===== src/rtl/data_mem_responder.sv =====
// Wait-stated data memory responder: one request at a time over valid/ready,
// fixed wait states, word access with byte enables, response held until taken.
module data_mem_responder #(
  parameter int DEPTH_WORDS = 64,
  parameter int WAIT_CYCLES = 2
) (
  input  logic        clk,
  input  logic        rst,
  input  logic        req_valid,
  output logic        req_ready,
  input  logic        req_write,
  input  logic [31:0] req_addr,
  input  logic [31:0] req_wdata,
  input  logic [3:0]  req_be,
  output logic        rsp_valid,
  input  logic        rsp_ready,
  output logic [31:0] rsp_rdata,
  output logic        rsp_err
);

  localparam int AW = $clog2(DEPTH_WORDS);

  typedef enum logic [1:0] {
    S_IDLE = 2'd0,
    S_WAIT = 2'd1,
    S_RESP = 2'd2
  } state_t;

  state_t      state_q, state_d;
  logic [3:0]  cnt_q, cnt_d;

  logic        write_q;
  logic [31:0] addr_q;
  logic [31:0] wdata_q;
  logic [3:0]  be_q;

  logic [31:0] rdata_q;
  logic        err_q;

  logic        accept;
  logic        access;
  logic        rsp_done;

  logic        acc_write;
  logic [31:0] acc_addr;
  logic [31:0] acc_wdata;
  logic [3:0]  acc_be;
  logic        acc_err;
  logic [AW-1:0] acc_idx;
  logic        mem_we;

  // Power-up contents are zero; the array is never cleared by reset.
  logic [31:0] mem_q [DEPTH_WORDS] = '{default: 32'h0};

  assign req_ready = (state_q == S_IDLE) && !rst;
  assign accept    = req_valid && req_ready;
  assign rsp_valid = (state_q == S_RESP);
  assign rsp_done  = rsp_valid && rsp_ready;
  assign rsp_rdata = rdata_q;
  assign rsp_err   = err_q;

  // With no wait states the access happens on the accept edge itself,
  // so the request fields are taken straight from the ports.
  always_comb begin
    if (state_q == S_IDLE) begin
      acc_write = req_write;
      acc_addr  = req_addr;
      acc_wdata = req_wdata;
      acc_be    = req_be;
    end else begin
      acc_write = write_q;
      acc_addr  = addr_q;
      acc_wdata = wdata_q;
      acc_be    = be_q;
    end
  end

  assign acc_idx = acc_addr[AW+1:2];
  assign acc_err = (acc_addr[1:0] != 2'b00) || (|acc_addr[31:AW+2]);
  assign mem_we  = access && acc_write && !acc_err && !rst;

  always_comb begin
    state_d = state_q;
    cnt_d   = cnt_q;
    access  = 1'b0;
    case (state_q)
      S_IDLE: begin
        if (accept) begin
          if (WAIT_CYCLES == 0) begin
            state_d = S_RESP;
            access  = 1'b1;
          end else begin
            state_d = S_WAIT;
            cnt_d   = 4'(WAIT_CYCLES);
          end
        end
      end
      S_WAIT: begin
        cnt_d = cnt_q - 4'd1;
        if (cnt_q <= 4'd1) begin
          state_d = S_RESP;
          access  = 1'b1;
        end
      end
      S_RESP: begin
        if (rsp_ready) begin
          state_d = S_IDLE;
        end
      end
      default: begin
        state_d = S_IDLE;
        cnt_d   = 4'd0;
      end
    endcase
  end

  always_ff @(posedge clk) begin
    if (rst) begin
      state_q <= S_IDLE;
      cnt_q   <= 4'd0;
      rdata_q <= 32'h0;
      err_q   <= 1'b0;
    end else begin
      state_q <= state_d;
      cnt_q   <= cnt_d;
      if (access) begin
        err_q   <= acc_err;
        rdata_q <= (acc_write || acc_err) ? 32'h0 : mem_q[acc_idx];
      end else if (rsp_done) begin
        err_q   <= 1'b0;
        rdata_q <= 32'h0;
      end
    end
  end

  always_ff @(posedge clk) begin
    if (accept) begin
      write_q <= req_write;
      addr_q  <= req_addr;
      wdata_q <= req_wdata;
      be_q    <= req_be;
    end
  end

  always_ff @(posedge clk) begin
    if (mem_we) begin
      for (int b = 0; b < 4; b++) begin
        if (acc_be[b]) begin
          mem_q[acc_idx][8*b +: 8] <= acc_wdata[8*b +: 8];
        end
      end
    end
  end

endmodule


===== config.mk =====
export PLATFORM = sky130hd
export DESIGN_NAME = data_mem_responder
export DESIGN_NICKNAME = d
export VERILOG_FILES = /design/src/rtl/data_mem_responder.sv
export SDC_FILE = /design/constraint.sdc
export NUM_CORES = 2
export LEC_CHECK = 0
export CORE_MARGIN = 1.5
export CORE_UTILIZATION = 45
export CTS_CLUSTER_DIAMETER = 30
export DETAILED_ROUTE_END_ITERATION = 8
export PLACE_DENSITY = 0.7
export SETUP_SLACK_MARGIN = 0.05
export SLEW_MARGIN = 40
export SYNTH_ARGS = -nofsm -noshare
export SYNTH_HDL_FRONTEND = slang
export SYNTH_SLANG_ARGS = --single-unit

===== constraint.sdc =====
create_clock -name clk -period 6.5 [get_ports clk]
set_clock_uncertainty 0.15 [all_clocks]
set_input_delay 0.65 -clock clk [delete_from_list [all_inputs] [get_ports clk]]
set_output_delay 0.65 -clock clk [all_outputs]
set_load 0.01 [all_outputs]

==> flow_summary.json <==
{
  "status": "completed",
  "grt_pass1_wl_mm": 375,
  "slew_viol_final": 0,
  "reg2reg_depth": 11,
  "synth_ff_type": "edfxtp_1",
  "max_stage_delay_ns": 0.67,
  "num_io_pins": 108,
  "synthArstFlopShare_pct": 0,
  "cp.arrival_ns": 5.65,
  "ant_nets": 0,
  "setup_viol": 0,
  "ys_seq_area_share_pct": 78.2,
  "fin_nets": 6024,
  "netlist.area_leader.share_pct": 77.2,
  "path_clk_slew_ns": 0.05,
  "routed_via_density": 6.45,
  "worstMarginPinSlew_ns": 0.962,
  "cts_buffer_depth": 4,
  "cp_num_buf_inv": 4,
  "hold_path_depth": 1,
  "numCtsBuffers": 389,
  "vdd_ir_drop_max_uv": 343,
  "netlist-cell-type-count": 88,
  "cp_max_fo": 44,
  "grt.total_usage_pct": 27.7,
  "path_class": "flop to flop",
  "syn_avg_cell_area_um2": 14.8,
  "fp.dieW_um": 431,
  "fin_crit_ns": 4.95,
  "clock-sinks": 2156,
  "pwr_density_cell_nw_per_um2": 405,
  "fin_crit_sh_pct": 76.1,
  "relSlewSlack_pct": 35.7,
  "clockRootBuffer": "clkbuf_16",
  "cp-start-kind": "flop",
  "fill_cells": 13300,
  "worstSkewPairLatency_ns": 0.94,
  "drc": 0,
  "critical-path-top-delay-family": "compound AO/OA/AOI/OAI gates",
  "grt_pass1_vias": 54700,
  "cts_setup_buffers": 0,
  "synth_edf_count": 2117,
  "core-area_um2": 181000,
  "die_area_um2": 185000,
  "cts_tree": "built",
  "hp-class": "primary input to flop",
  "hpwl_mm": 147,
  "cp_num_cells": 11,
  "cts_resized": 0,
  "crit_top_cell": "buf_4",
  "crit_path_end_kind": "flop",
  "grt_max_degree": 92,
  "required_ns": 7.20,
  "fmax_mhz": 202,
  "drive_gt1_share_pct": 17.9,
  "dr.pass1.iters": 7,
  "grt_antenna_before_repair": 5,
  "drt_iter0_drc": 8994,
  "synth_area_leaders": "edfxtp_1 (77%), nand2_1 (3.9%), o22ai_1 (3.2%)",
  "syn_inst": 5548,
  "port_buffers": 107,
  "leakagePower_nw": 33.3,
  "place_area_um2": 87700,
  "start_util_pct": 45.4,
  "synth.most_common_cell": "edfxtp_1",
  "routed-via-count": 55700,
  "hold_violations": 0,
  "ys_ff_latch": 2156,
  "yosysWarnings": 0,
  "grt.overflow.total": 0,
  "wl_per_cell_um": 30.4,
  "multiInputGateArea_um2": 16800,
  "syn-cell-area_um2": 82300,
  "ctsHoldBuffers": 0,
  "cpMaxStageDelayCell": "o32a_2",
  "register_area_um2": 64400,
  "setup_tns_ns": 0,
  "syn-num-nets": 5623,
  "synthTopCellsByCount": "edfxtp_1 (2117), nand2_1 (863), o22ai_1 (422)",
  "wirelength_mm": 262,
  "syn_to_final_growth_pct": 22.9,
  "yosysTopAreaCell": "edfxtp_1",
  "cts.htree.levels": 5,
  "die_y_um": 431,
  "max_cap_violations": 0,
  "gp_congestion": 0.881,
  "rsz0062_at_grt": "no",
  "final_area_um2": 101000,
  "cp_cell_sequence": "buf_4, or2_4, buf_4, o32a_2, buf_12, buf_4, o22ai_1, a31oi_1, nand2_1, a21oi_1, a32o_1",
  "placementRows": 156
}
==> registers in the layout (all words and copies together), names as in the netlist <==
name	flops
mem_q	2048
addr_q	32
rsp_rdata	32
wdata_q	32
be_q	4
cnt_q	4
state_q	2
rsp_err	1
write_q	1
==> logic make-up (layout without fill, tap and decap cells) <==
kind of cell | after synthesis | in the layout | share of synthesized area, %
flops | 2156 | 2156 | 78.2
xor+xnor | 2 | 2 | 0.0213
compound gates | 1317 | 1317 | 10.4
mux | 39 | 39 | 0.502
other cells | 0 | 2 | 0
buf+inv | 395 | 1102 | 2.20
fa+ha+maj | 2 | 2 | 0.0304
simple gates | 1637 | 1637 | 8.63
==> through the flow <==
step	utilization, %	setup slack [ns]	cells	hold slack, ns	total power [mW]
2_1_floorplan	-	2.97	5548	0.327	18.5
3_3_place_gp	48.1	1.59	7918	0.377	20.3
3_5_place_dp	48.4	1.57	7926	0.374	20.4
4_1_cts	55.7	1.70	8623	0.0968	40.8
5_1_grt	55.8	1.50	8625	0.119	41.7
6_report	55.8	1.55	8627	0.141	41.0
==> area by class of cell <==
class,instances,area share [%]
antenna,2,0.00495
clock buffer,440,10.0
clock inverter,257,3.18
inverter,10,0.0371
multi-input combinational,2997,16.6
sequential,2156,63.6
tap,2370,2.93
timing repair buffer,395,3.59
==> final timing paths <==
| path | start | end | slack, ns |
|---|---|---|---|
| min reg2reg | rsp_rdata[4] | rsp_rdata[4] | 0.39 |
| max reg2reg | state_q[0] | rsp_rdata[23] | 1.55 |
| max | state_q[0] | rsp_rdata[23] | 1.55 |
| min | req_addr[12] | addr_q[12] | 0.14 |
==> where the power goes <==
| group | leakage (nW) | internal [mW] | switching, mW |
|---|---|---|---|
| clock network | 6.41 | 13.7 | 6.97 |
| logic | 7.47 | 0.937 | 3.38 |
| registers | 19.4 | 16.0 | 0.0166 |
| total | 33.3 | 30.6 | 10.4 |
==> cell usage in the layout (no fill, tap or decap), types with 24 or more instances in the layout <==
| cell type | synthesis | layout |
|---|---|---|
| nand3_1 | 106 | 105 |
| mux2i_1 | 26 | 25 |
| clkinvlp_4 | 0 | 47 |
| a32oi_1 | 52 | 52 |
| bufinv_16 | 0 | 61 |
| edfxtp_1 | 2117 | 2117 |
| a211oi_1 | 32 | 32 |
| o21ai_0 | 27 | 26 |
| clkinv_4 | 0 | 39 |
| clkinv_2 | 0 | 40 |
| clkbuf_1 | 122 | 36 |
| a22oi_1 | 27 | 27 |
| clkinv_1 | 0 | 28 |
| a31oi_1 | 120 | 120 |
| nand2_2 | 2 | 38 |
| dfxtp_1 | 39 | 39 |
| o22a_1 | 24 | 24 |
| o221ai_1 | 27 | 27 |
| nor3_2 | 1 | 66 |
| buf_4 | 13 | 254 |
| nor2_2 | 1 | 26 |
| nor2_1 | 259 | 229 |
| nor3_1 | 250 | 184 |
| o22ai_1 | 422 | 422 |
| a32o_1 | 34 | 34 |
| clkbuf_16 | 0 | 396 |
| inv_6 | 0 | 35 |
| a21oi_1 | 405 | 405 |
| clkdlybuf4s50_1 | 0 | 107 |
| buf_12 | 0 | 29 |
| and3_1 | 36 | 36 |
| nand2_1 | 863 | 821 |
| nor4_1 | 43 | 42 |
==> per-layer routing <==
layer	GRT usage, %	vias up	routed length [um]
li1	-	22700	-
met5	0	-	35
met2	42.7	4852	119000
met4	15.8	6	16400
met3	7.36	921	36900
met1	35.4	27200	89100
(Power assumes the default switching activity.)
